===== src/rtl/draw_pkg.sv =====
// Shared types for the polygon rasteriser: FSM state encoding and vertex-index width.
package draw_pkg;

  typedef enum logic [1:0] {
    IDLE,
    SETUP,
    DRAW,
    FIN
  } state_t;

  function automatic int vidx_w(input int maxv);
    return $clog2(maxv + 1);
  endfunction

endpackage


===== src/rtl/draw_line.sv =====
// Bresenham line drawer: one pixel per enabled cycle from (x0,y0) to (x1,y1) inclusive,
// in the direction given, with a one-cycle done pulse after the final pixel.
module draw_line #(
  parameter int CORDW = 16
) (
  input  logic                    clk,
  input  logic                    rst,
  input  logic                    start,
  input  logic                    oe,
  input  logic signed [CORDW-1:0] x0,
  input  logic signed [CORDW-1:0] y0,
  input  logic signed [CORDW-1:0] x1,
  input  logic signed [CORDW-1:0] y1,
  output logic signed [CORDW-1:0] x,
  output logic signed [CORDW-1:0] y,
  output logic                    drawing,
  output logic                    busy,
  output logic                    done
);

  // error term needs headroom for |dx|+|dy| doubled
  localparam int EW = CORDW + 3;

  typedef enum logic [0:0] {L_IDLE, L_DRAW} lstate_t;

  lstate_t                 state;
  logic signed [CORDW-1:0] xe, ye;
  logic signed [EW-1:0]    dx, dy, err, e2, dx_in, dy_in;
  logic                    right, down, movx, movy;

  always_comb begin
    dx_in   = (x1 >= x0) ? EW'(x1) - EW'(x0) : EW'(x0) - EW'(x1);
    dy_in   = (y1 >= y0) ? EW'(y0) - EW'(y1) : EW'(y1) - EW'(y0);
    e2      = err <<< 1;
    movx    = (e2 >= dy);
    movy    = (e2 <= dx);
    drawing = (state == L_DRAW) && oe;
  end

  always_ff @(posedge clk) begin
    if (!rst) begin
      state <= L_IDLE;
      busy  <= 1'b0;
      done  <= 1'b0;
      x     <= '0;
      y     <= '0;
      xe    <= '0;
      ye    <= '0;
      dx    <= '0;
      dy    <= '0;
      err   <= '0;
      right <= 1'b0;
      down  <= 1'b0;
    end else begin
      case (state)
        L_IDLE: begin
          done <= 1'b0;
          if (start) begin
            state <= L_DRAW;
            busy  <= 1'b1;
            x     <= x0;
            y     <= y0;
            xe    <= x1;
            ye    <= y1;
            right <= (x1 >= x0);
            down  <= (y1 >= y0);
            dx    <= dx_in;
            dy    <= dy_in;
            err   <= dx_in + dy_in;
          end
        end
        L_DRAW: begin
          if (oe) begin
            if (x == xe && y == ye) begin
              state <= L_IDLE;
              busy  <= 1'b0;
              done  <= 1'b1;
            end else begin
              if (movx) x <= right ? x + CORDW'(1) : x - CORDW'(1);
              if (movy) y <= down ? y + CORDW'(1) : y - CORDW'(1);
              err <= err + (movx ? dy : '0) + (movy ? dx : '0);
            end
          end
        end
        default: state <= L_IDLE;
      endcase
    end
  end

endmodule


===== src/rtl/draw_polygon_n.sv =====
// Polygon/polyline rasteriser: latches up to MAXV vertices on start and walks
// each outline segment through draw_line, streaming one pixel per enabled cycle.
//
// state | meaning
// IDLE  | waiting for start; vertices latched and segment count computed on start
// SETUP | endpoints v[seg], v[seg+1 wrapped] loaded into the line registers
// DRAW  | line drawer running; advance segment or finish on its done pulse
// FIN   | drop busy, raise the one-cycle done pulse
module draw_polygon_n
  import draw_pkg::*;
#(
  parameter int CORDW = 16,
  parameter int MAXV  = 8,
  parameter int VW    = vidx_w(MAXV)
) (
  input  logic                    clk,
  input  logic                    rst,
  input  logic                    start,
  input  logic                    oe,
  input  logic [VW-1:0]           nverts,
  input  logic                    closed,
  input  logic [MAXV*CORDW-1:0]   xs,
  input  logic [MAXV*CORDW-1:0]   ys,
  output logic signed [CORDW-1:0] x,
  output logic signed [CORDW-1:0] y,
  output logic                    drawing,
  output logic                    busy,
  output logic                    done
);

  localparam int IW = $clog2(MAXV);

  state_t                  state, state_n;
  logic [VW-1:0]           seg, seg_n, n_q, s_q, n_clamp, s_calc, nxt;
  logic                    busy_n, done_n, line_start, line_start_n;
  logic                    load_v, load_ep, line_done;
  logic signed [CORDW-1:0] vx [MAXV];
  logic signed [CORDW-1:0] vy [MAXV];
  logic signed [CORDW-1:0] ax, ay, bx, by;

  always_comb begin
    n_clamp = (nverts > VW'(MAXV)) ? VW'(MAXV) : nverts;
    // a two-vertex closed outline gets a single segment, not a doubled one
    if (n_clamp < VW'(2))
      s_calc = '0;
    else if (closed && n_clamp >= VW'(3))
      s_calc = n_clamp;
    else
      s_calc = n_clamp - VW'(1);
    nxt = (seg == n_q - VW'(1)) ? '0 : seg + VW'(1);
  end

  always_comb begin
    state_n      = state;
    seg_n        = seg;
    busy_n       = busy;
    done_n       = done;
    line_start_n = line_start;
    load_v       = 1'b0;
    load_ep      = 1'b0;
    case (state)
      IDLE: begin
        done_n = 1'b0;
        if (start) begin
          load_v  = 1'b1;
          seg_n   = '0;
          busy_n  = 1'b1;
          state_n = (s_calc != '0) ? SETUP : FIN;
        end
      end
      SETUP: begin
        load_ep      = 1'b1;
        line_start_n = 1'b1;
        state_n      = DRAW;
      end
      DRAW: begin
        line_start_n = 1'b0;
        if (line_done) begin
          if (seg == s_q - VW'(1)) begin
            state_n = FIN;
          end else begin
            seg_n   = seg + VW'(1);
            state_n = SETUP;
          end
        end
      end
      FIN: begin
        busy_n  = 1'b0;
        done_n  = 1'b1;
        state_n = IDLE;
      end
      default: state_n = IDLE;
    endcase
  end

  always_ff @(posedge clk) begin
    if (!rst) begin
      state      <= IDLE;
      seg        <= '0;
      busy       <= 1'b0;
      done       <= 1'b0;
      line_start <= 1'b0;
    end else begin
      state      <= state_n;
      seg        <= seg_n;
      busy       <= busy_n;
      done       <= done_n;
      line_start <= line_start_n;
    end
  end

  always_ff @(posedge clk) begin
    if (load_v) begin
      n_q <= n_clamp;
      s_q <= s_calc;
      for (int i = 0; i < MAXV; i++) begin
        vx[i] <= xs[i*CORDW +: CORDW];
        vy[i] <= ys[i*CORDW +: CORDW];
      end
    end
    if (load_ep) begin
      ax <= vx[seg[IW-1:0]];
      ay <= vy[seg[IW-1:0]];
      bx <= vx[nxt[IW-1:0]];
      by <= vy[nxt[IW-1:0]];
    end
  end

  draw_line #(.CORDW(CORDW)) u_line (
    .clk     (clk),
    .rst     (rst),
    .start   (line_start),
    .oe      (oe),
    .x0      (ax),
    .y0      (ay),
    .x1      (bx),
    .y1      (by),
    .x       (x),
    .y       (y),
    .drawing (drawing),
    .busy    (),
    .done    (line_done)
  );

endmodule


===== config.mk =====
export PLATFORM = sky130hd
export DESIGN_NAME = draw_polygon_n
export DESIGN_NICKNAME = d
export VERILOG_FILES = /design/src/rtl/draw_pkg.sv /design/src/rtl/draw_line.sv /design/src/rtl/draw_polygon_n.sv
export SDC_FILE = /design/constraint.sdc
export NUM_CORES = 1
export LEC_CHECK = 0
export ABC_AREA = 0
export CAP_MARGIN = 20
export CORE_MARGIN = 3
export CORE_UTILIZATION = 26
export DETAILED_ROUTE_END_ITERATION = 10
export PLACE_DENSITY = 0.5
export SYNTH_ARGS = -nofsm -noshare
export SYNTH_HDL_FRONTEND = slang
export SYNTH_SLANG_ARGS = --single-unit

===== constraint.sdc =====
create_clock -name clk -period 30.5 [get_ports clk]
set_clock_uncertainty 0.05 [all_clocks]
set_input_delay 3.05 -clock clk [delete_from_list [all_inputs] [get_ports clk]]
set_output_delay 3.05 -clock clk [all_outputs]
set_load 0.05 [all_outputs]

==> flow_metrics.py, run 1 <==
metrics = {
    "status": {
        "status": "completed",
    },
    "clock_network": {
        "clockBufferDepth": 3,
        "cts_tree": "done",
        "cts_sinks": 457,
        "htreeDepth": 2,
        "cts_root_buffer": "clkbuf_16",
        "clk_pin_slew_ns": 0.05,
        "post_cts_buffers": 0,
        "ctsResizeCount": 0,
        "cts_hold_buf": 0,
        "clock_latency_ns": 0.62,
        "numCtsBuffers": 51,
    },
    "synth": {
        "synthAdderAreaFrac_pct": 9.63,
        "synth_commonest_cells": "348 x nand2_1, 328 x edfxtp_1, 222 x a21oi_1",
        "synth-seq-cells": 457,
        "synth_top_family_by_area": "compound AO/OA/AOI/OAI gates",
        "synth_compound_area_share_pct": 14.5,
        "synthXorXnorAreaFrac_pct": 4.03,
        "async_flop_share_pct": 0,
        "synthMuxAreaShare_pct": 9.24,
        "synth_edf_count": 328,
        "synth_ff_type": "edfxtp_1",
        "yosysMostFrequentCell": "nand2_1",
        "synth_area_leaders": "edfxtp_1 36%, dfxtp_1 9.4%, ha_1 7.8%",
        "syn_area_mm2": 0.0274,
        "synth_warnings": 0,
        "yosys.area_share.simple_pct": 12.6,
        "syn_inst": 2639,
        "syn_avg_cell_area_um2": 10.4,
        "yosysSeqAreaShare_pct": 45.4,
        "ys_types": 82,
        "synth_top_area_cell": "edfxtp_1",
        "synth_top_area_share_pct": 35.9,
        "synth_nets": 3100,
    },
    "detailed_routing": {
        "routed_wl_mm": 90.4,
        "vias_per_cell": 4.86,
        "drc": 0,
        "dr.pass1.iters": 7,
        "ant_nets": 0,
        "first_iter_violations": 1437,
        "wire_per_inst_um": 21.0,
        "dr_total_vias": 20900,
    },
    "sta": {
        "tightest_slew_ns": 1.02,
        "slew_violations": 0,
        "clock.fmax_mhz": 132,
        "hold_viol_final": 0,
        "finalSetupViolations": 0,
        "grt_setup_unrepaired": "no",
        "period_share_pct": 24.9,
        "period_needed_ns": 7.60,
        "finalSetupTns_ns": 0,
        "slew_headroom_pct": 32.1,
    },
    "layout": {
        "drive_gt1_share_pct": 8.84,
        "nets": 3341,
        "syn_to_final_growth_pct": 22.1,
        "final_cells": 4301,
    },
    "setup_path": {
        "worstPathMaxFanout": 3,
        "timing.rr.end": "u_line.err[17]",
        "arrival_ns": 4.50,
        "endpoint_kind": "primary output",
        "rr_startpoint": "u_line.err[0]",
        "reg2regPathDepth": 22,
        "crit_path_end": "drawing",
        "cp.required_ns": 27.40,
        "path_class": "primary input to primary output",
        "crit_path_start_kind": "primary input",
        "cp-startpoint": "oe",
        "r2r_setup_slack_ns": 24.65,
    },
    "place": {
        "numPortBuffers": 299,
        "gp_congestion": 0.880,
        "hpwl_mm": 68.0,
        "place_inst": 4206,
    },
    "floorplanning": {
        "ios": 300,
        "dieArea_mm2": 0.109,
        "die_width_um": 331,
        "rows": 118,
        "start_util_pct": 26.3,
        "dieHeight_um": 331,
        "core_region_area_mm2": 0.104,
    },
    "global_route": {
        "grt_pass1_vias": 20900,
        "grt_pass1_wl_mm": 134,
        "grt-ovfl-total": 0,
        "antenna_found_initial": 2,
        "grt_start_max_net_pins": 126,
        "track_usage_pct": 16.2,
    },
    "worst_hold_path": {
        "hold_path_depth": 2,
        "hold_class": "register to register",
    },
    "job": {
        "drv_cap": 0,
    },
}
-- through the flow --
stage                     worst slack [ns]  util, %  cell area [µm²]  hold slack (ns)
after CTS                            22.89     32.1            33400            0.416
final                                22.90     32.2            33500            0.416
after global placement               22.88     30.6            31900            0.405
after detailed placement             22.89     30.6            31900            0.408
after floorplan                      15.34        -            27400            0.384
after global routing                 22.83     32.2            33500            0.432
-- cell families after synthesis --
kind of cell / Yosys count
AND/OR/NAND/NOR: 761
buffers and inverters: 333
adder cells (fa/ha/maj): 196
multiplexers: 156
XOR/XNOR: 126
AO/OA/AOI/OAI: 610
flip-flops: 457
-- registers in the layout, indices dropped and copies added (netlist names), 2 cells and up --
register / count
s_q: 4
by: 16
u_line.dy: 17
bx: 16
vx: 128
u_line.ye: 16
vy: 128
u_line.dx: 17
ax: 16
ay: 16
u_line.y: 16
u_line.x: 16
n_q: 4
seg: 4
u_line.err: 18
state: 2
u_line.xe: 16
-- area by class of cell --
cell class              instances  area (µm²)
fillers                     10700       70600
clock inverters                33         245
multi-input cells            1849       13800
repair buffers                327        3220
well taps                    1380        1730
flip-flops and latches        457       12400
inverters                     194         729
diodes                          2        5.00
clock buffers                  59        1350
-- layout by cell type, fill, tap and decap left out, drive strengths merged, types with 27 or more instances in the layout --
master,count
edfxtp,328
xor2,63
clkbuf,59
buf,29
mux2,35
a21oi,224
nand2,348
ha,171
xnor2,63
a211oi,40
dfxtp,129
o21a,27
o311ai,30
nand2b,44
o21ai,99
nor2,115
a21o,46
mux2i,47
nor3,44
nand3,105
mux4,74
inv,194
clkdlybuf4s50,298
-- worst min path at each step --
stage	startpoint	to	slack (ns)
final	u_line.xe[13]	u_line.xe[13]	0.42
after global routing	u_line.ye[8]	u_line.ye[8]	0.43
after CTS	u_line.xe[13]	u_line.xe[13]	0.42
after detailed placement	u_line.xe[13]	u_line.xe[13]	0.41
after global placement	u_line.xe[13]	u_line.xe[13]	0.41
after floorplan	u_line.done	u_line.done	0.38
-- layer usage --
metal	wire, µm	up-vias	GRT usage (%)
li1	-	10100	-
met1	39100	10100	20.9
met2	44300	631	28.0
met3	4790	104	2.60
met4	2250	0	4.28
met5	0	-	0
-- critical path, stage by stage --
cell and delay, ns:
clkdlybuf4s50_1 0.49, nand2_1 0.10, inv_1 0.07, clkdlybuf4s50_1 0.79
Power of run 1 is not shown: default switching activity piles up to over one toggle a cycle in this logic, so the estimate is an artifact.
==> run 2: changes to the inputs <==
PLACE_DENSITY = 0.51   (was 0.5)
clock period = 6.6 ns   (was 30.5 ns; I/O delays follow)
==> flow_metrics.py, run 2 (synthesis gave the netlist of run 1 again) <==
metrics = {
    "sta": {
        "finalSetupTns_ns": 0,
        "slew_violations": 0,
        "period_share_pct": 85.9,
        "period_needed_ns": 5.67,
        "tightest_slew_ns": 0.954,
        "clock.fmax_mhz": 176,
        "finalSetupViolations": 0,
        "slew_headroom_pct": 36.2,
        "grt_setup_unrepaired": "no",
        "hold_viol_final": 0,
    },
    "place": {
        "numPortBuffers": 299,
        "hpwl_mm": 69.5,
        "gp_congestion": 0.861,
    },
    "clock_network": {
        "clockBufferDepth": 3,
        "ctsResizeCount": 0,
        "cts_hold_buf": 0,
        "htreeDepth": 2,
        "post_cts_buffers": 0,
        "cts_sinks": 457,
        "numCtsBuffers": 52,
        "clock_latency_ns": 0.63,
        "cts_tree": "done",
        "cts_root_buffer": "clkbuf_16",
        "clk_pin_slew_ns": 0.06,
    },
    "detailed_routing": {
        "first_iter_violations": 1459,
        "wire_per_inst_um": 21.2,
        "ant_nets": 0,
        "drc": 0,
        "dr_total_vias": 21000,
        "vias_per_cell": 4.86,
        "dr.pass1.iters": 5,
        "routed_wl_mm": 91.6,
    },
    "status": {
        "status": "completed",
    },
    "worst_hold_path": {
        "hold_class": "register to register",
        "min_from": "u_line.ye[12]",
        "hold_path_depth": 2,
        "worstHoldEndpoint": "u_line.ye[12]",
    },
    "setup_path": {
        "reg2regPathDepth": 23,
        "r2r_setup_slack_ns": 0.93,
        "worstPathMaxFanout": 16,
        "arrival_ns": 6.14,
        "crit_chain": "inv_1 -> ha_1 -> a21o_1 -> a21o_1 -> a21oi_1 -> o21ai_0 -> a21oi_1 -> xnor2_1 -> or2_2 -> nand2_1 -> fa_1 -> inv_1 -> ha_1 -> fa_1 -> a211oi_1 -> o21bai_1 -> a31oi_1 -> o21ai_1 -> o31ai_2 -> o31ai_1 -> nor3b_1 -> o31a_1 -> nor4_1",
        "cp.required_ns": 7.07,
        "rr_startpoint": "u_line.dx[17]",
        "endpoint_kind": "register",
        "critPathSlowestCell": "fa_1",
        "path_class": "register to register",
        "crit_path_start_kind": "register",
        "timing.rr.end": "u_line.err[17]",
        "cp_slowest_stage_delay_ns": 0.51,
    },
    "global_route": {
        "track_usage_pct": 16.5,
        "grt_pass1_vias": 21000,
        "grt-ovfl-total": 0,
        "grt_start_max_net_pins": 124,
        "antenna_found_initial": 5,
        "grt_pass1_wl_mm": 136,
    },
    "floorplanning": {
        "rows": 118,
        "ios": 300,
        "core_region_area_mm2": 0.104,
        "dieArea_mm2": 0.109,
        "start_util_pct": 26.3,
        "die_width_um": 331,
        "dieHeight_um": 331,
    },
    "layout": {
        "syn_to_final_growth_pct": 22.6,
        "reg_top3": "vx (128), vy (128), u_line.err (18)",
        "drive_gt1_share_pct": 8.87,
        "final_common_cell": "nand2_1",
        "nets": 3351,
        "final_cell_mix": "347 x nand2_1, 328 x edfxtp_1, 298 x clkdlybuf4s50_1",
    },
    "job": {
        "drv_cap": 0,
    },
}
-- run 2: changes by cell type in the layout (fill, tap and decap cells not counted), moves of 2 or more --
cell / previous run / this run
clkinv_8: 2 / 0
clkinvlp_4: 5 / 1
buf_4: 26 / 35
clkinv_2: 12 / 10
clkbuf_1: 4 / 14
clkbuf_8: 4 / 1
bufinv_16: 2 / 4
-- run 2: worst max path at each step --
| stage | from | end | slack (ns) | depth (start not counted) |
|---|---|---|---|---|
| final | u_line.dx[17] | u_line.err[17] | 0.93 | 23 |
| after global routing | u_line.dx[12] | u_line.err[17] | 0.45 | 23 |
| after CTS | u_line.dx[12] | u_line.err[17] | 0.89 | 23 |
| after detailed placement | u_line.dx[17] | u_line.err[17] | 0.93 | 23 |
| after global placement | u_line.dx[17] | u_line.err[17] | 0.96 | 23 |
| after floorplan | state[0] | n_q[0] | 1.51 | 4 |
-- run 2: final cells by class --
| type | count | area [µm²] |
|---|---|---|
| Inverter | 194 | 729 |
| Tap cell | 1380 | 1730 |
| Fill cell | 10700 | 70500 |
| Sequential cell | 457 | 12400 |
| Clock inverter | 29 | 282 |
| Multi-Input combinational cell | 1849 | 13800 |
| Antenna cell | 3 | 7.51 |
| Timing Repair Buffer | 336 | 3290 |
| Clock buffer | 67 | 1370 |
-- run 2: metrics by stage --
step / util [%] / std cells / area (µm²) / hold WS [ns] / setup WS, ns
floorplan: - / 2639 / 27400 / 0.384 / 1.51
global placement: 30.7 / 4216 / 31900 / 0.405 / 0.965
detailed placement: 30.7 / 4216 / 31900 / 0.408 / 0.927
CTS: 32.3 / 4312 / 33600 / 0.417 / 0.891
global route: 32.3 / 4313 / 33600 / 0.438 / 0.449
finish: 32.3 / 4315 / 33600 / 0.416 / 0.932
-- run 2: layer usage --
layer  wire length (µm)  global-route usage, %  up-vias
li1                   -                      -    10100
met1              40200                   21.8    10100
met2              44100                   27.9      613
met3               4730                   2.51      119
met4               2580                   4.60        2
met5                 17                      0        -
-- run 2: worst max-delay path: cells and delay by family (launching register included) --
family	cells	cell delay, ns
compound gates	12	2.48
fa+ha+maj	4	1.48
simple gates	4	0.93
flops	1	0.33
xor+xnor	1	0.18
buf+inv	2	0.13
Power of run 2 is left out for the same reason.
==> run 3: changes to the inputs <==
CTS_BUF_LIST = sky130_fd_sc_hd__clkbuf_4   (was unset)
==> flow_metrics.py, run 3 (synthesis gave the netlist of run 1 again) <==
metrics = {
    "status": {
        "status": "completed",
    },
    "layout": {
        "final_area_mm2": 0.0335,
        "final_common_cell": "nand2_1",
        "multi_input_area_mm2": 0.0138,
        "drive_gt1_share_pct": 12.6,
        "nFillCells": 10800,
        "register_area_mm2": 0.0124,
        "final_cell_mix": "347 x nand2_1, 328 x edfxtp_1, 298 x clkdlybuf4s50_1",
        "syn_to_final_growth_pct": 22.3,
        "nets": 3420,
        "reg_top3": "vx (128), vy (128), u_line.err (18)",
    },
    "job": {
        "drv_cap": 0,
    },
    "floorplanning": {
        "ios": 300,
        "dieArea_mm2": 0.109,
        "core_region_area_mm2": 0.104,
        "dieHeight_um": 331,
        "die_width_um": 331,
        "start_util_pct": 26.3,
        "rows": 118,
    },
    "setup_path": {
        "rr_startpoint": "u_line.dx[17]",
        "cp.required_ns": 7.40,
        "timing.rr.end": "u_line.err[17]",
        "arrival_ns": 6.45,
        "r2r_setup_slack_ns": 0.96,
        "endpoint_kind": "register",
        "worstPathMaxFanout": 16,
        "path_class": "register to register",
        "crit_path_start_kind": "register",
        "reg2regPathDepth": 23,
    },
    "clock_network": {
        "clk_pin_slew_ns": 0.07,
        "cts_hold_buf": 0,
        "ctsResizeCount": 0,
        "cts_root_buffer": "clkbuf_4",
        "post_cts_buffers": 0,
        "clockBufferDepth": 3,
        "htreeDepth": 3,
        "cts_sinks": 457,
        "cts_tree": "done",
        "numCtsBuffers": 121,
        "clock_latency_ns": 0.95,
    },
    "sta": {
        "hold_viol_final": 0,
        "grt_setup_unrepaired": "no",
        "clock.fmax_mhz": 177,
        "finalWorstSetupSlack_ns": 0.956,
        "period_needed_ns": 5.64,
        "slew_violations": 0,
        "finalSetupTns_ns": 0,
        "period_share_pct": 85.5,
        "tightest_slew_ns": 1.02,
        "slew_headroom_pct": 31.7,
        "finalSetupViolations": 0,
    },
    "detailed_routing": {
        "first_iter_violations": 1511,
        "wire_per_inst_um": 20.8,
        "vias_per_cell": 4.84,
        "drc": 0,
        "routed_wl_mm": 92.2,
        "dr.pass1.iters": 5,
        "dr_total_vias": 21500,
        "ant_nets": 0,
    },
    "worst_hold_path": {
        "hold_path_depth": 1,
        "worstHoldEndpoint": "vx[5][9]",
        "min_from": "xs[89]",
        "hold_class": "primary input to register",
    },
    "global_route": {
        "track_usage_pct": 16.6,
        "antenna_found_initial": 6,
        "grt_start_max_net_pins": 124,
        "grt_pass1_vias": 21600,
        "grt-ovfl-total": 0,
        "grt_pass1_wl_mm": 136,
    },
    "place": {
        "hpwl_mm": 69.5,
        "numPortBuffers": 299,
        "gp_congestion": 0.861,
        "preCtsSetupSlack_ns": 0.927,
        "postPlaceCellArea_mm2": 0.0319,
    },
}
-- run 3: worst max-delay path by stage --
stage	start	end	slack (ns)	cells past startpoint
after floorplan	state[0]	n_q[0]	1.51	4
after global placement	u_line.dx[17]	u_line.err[17]	0.96	23
after detailed placement	u_line.dx[17]	u_line.err[17]	0.93	23
after CTS	u_line.dx[17]	u_line.err[17]	0.91	23
after global routing	u_line.dx[12]	u_line.err[17]	0.46	23
final	u_line.dx[17]	u_line.err[17]	0.96	23
-- run 3: per-stage QoR --
step / hold WS (ns) / util (%) / instances
3_3_place_gp: 0.405 / 30.7 / 4216
6_report: 0.233 / 32.2 / 4438
4_1_cts: 0.0998 / 32.2 / 4434
5_1_grt: 0.152 / 32.2 / 4436
2_1_floorplan: 0.384 / - / 2639
3_5_place_dp: 0.408 / 30.7 / 4216
-- run 3: critical path, stage by stage (launching register included) --
cell	delay, ns
dfxtp_1	0.33
inv_1	0.09
ha_1	0.30
a21o_1	0.19
a21o_1	0.16
a21oi_1	0.13
o21ai_0	0.15
a21oi_1	0.18
xnor2_1	0.18
or2_2	0.38
nand2_1	0.13
fa_1	0.51
inv_1	0.04
ha_1	0.23
fa_1	0.44
a211oi_1	0.31
o21bai_1	0.15
a31oi_1	0.25
o21ai_1	0.15
o31ai_2	0.31
o31ai_1	0.19
nor3b_1	0.18
o31a_1	0.29
nor4_1	0.25
-- run 3: per-layer routing --
layer  vias up  share of wire, %  GRT usage (%)
met5         -             0.018              0
met2       754                47           27.0
met4         2               4.3           7.72
met3       176               6.3           3.15
li1      10300                 -              -
met1     10200                43           21.3
-- run 3: cell type report --
cell class / count / share of cell area (%)
Inverter: 194 / 2.18
Timing Repair Buffer: 336 / 9.82
Sequential cell: 457 / 37.1
Clock inverter: 36 / 0.616
Clock buffer: 182 / 4.08
Tap cell: 1380 / 5.15
Antenna cell: 4 / 0.0299
Multi-Input combinational cell: 1849 / 41.0
Power of run 3 is left out for the same reason.
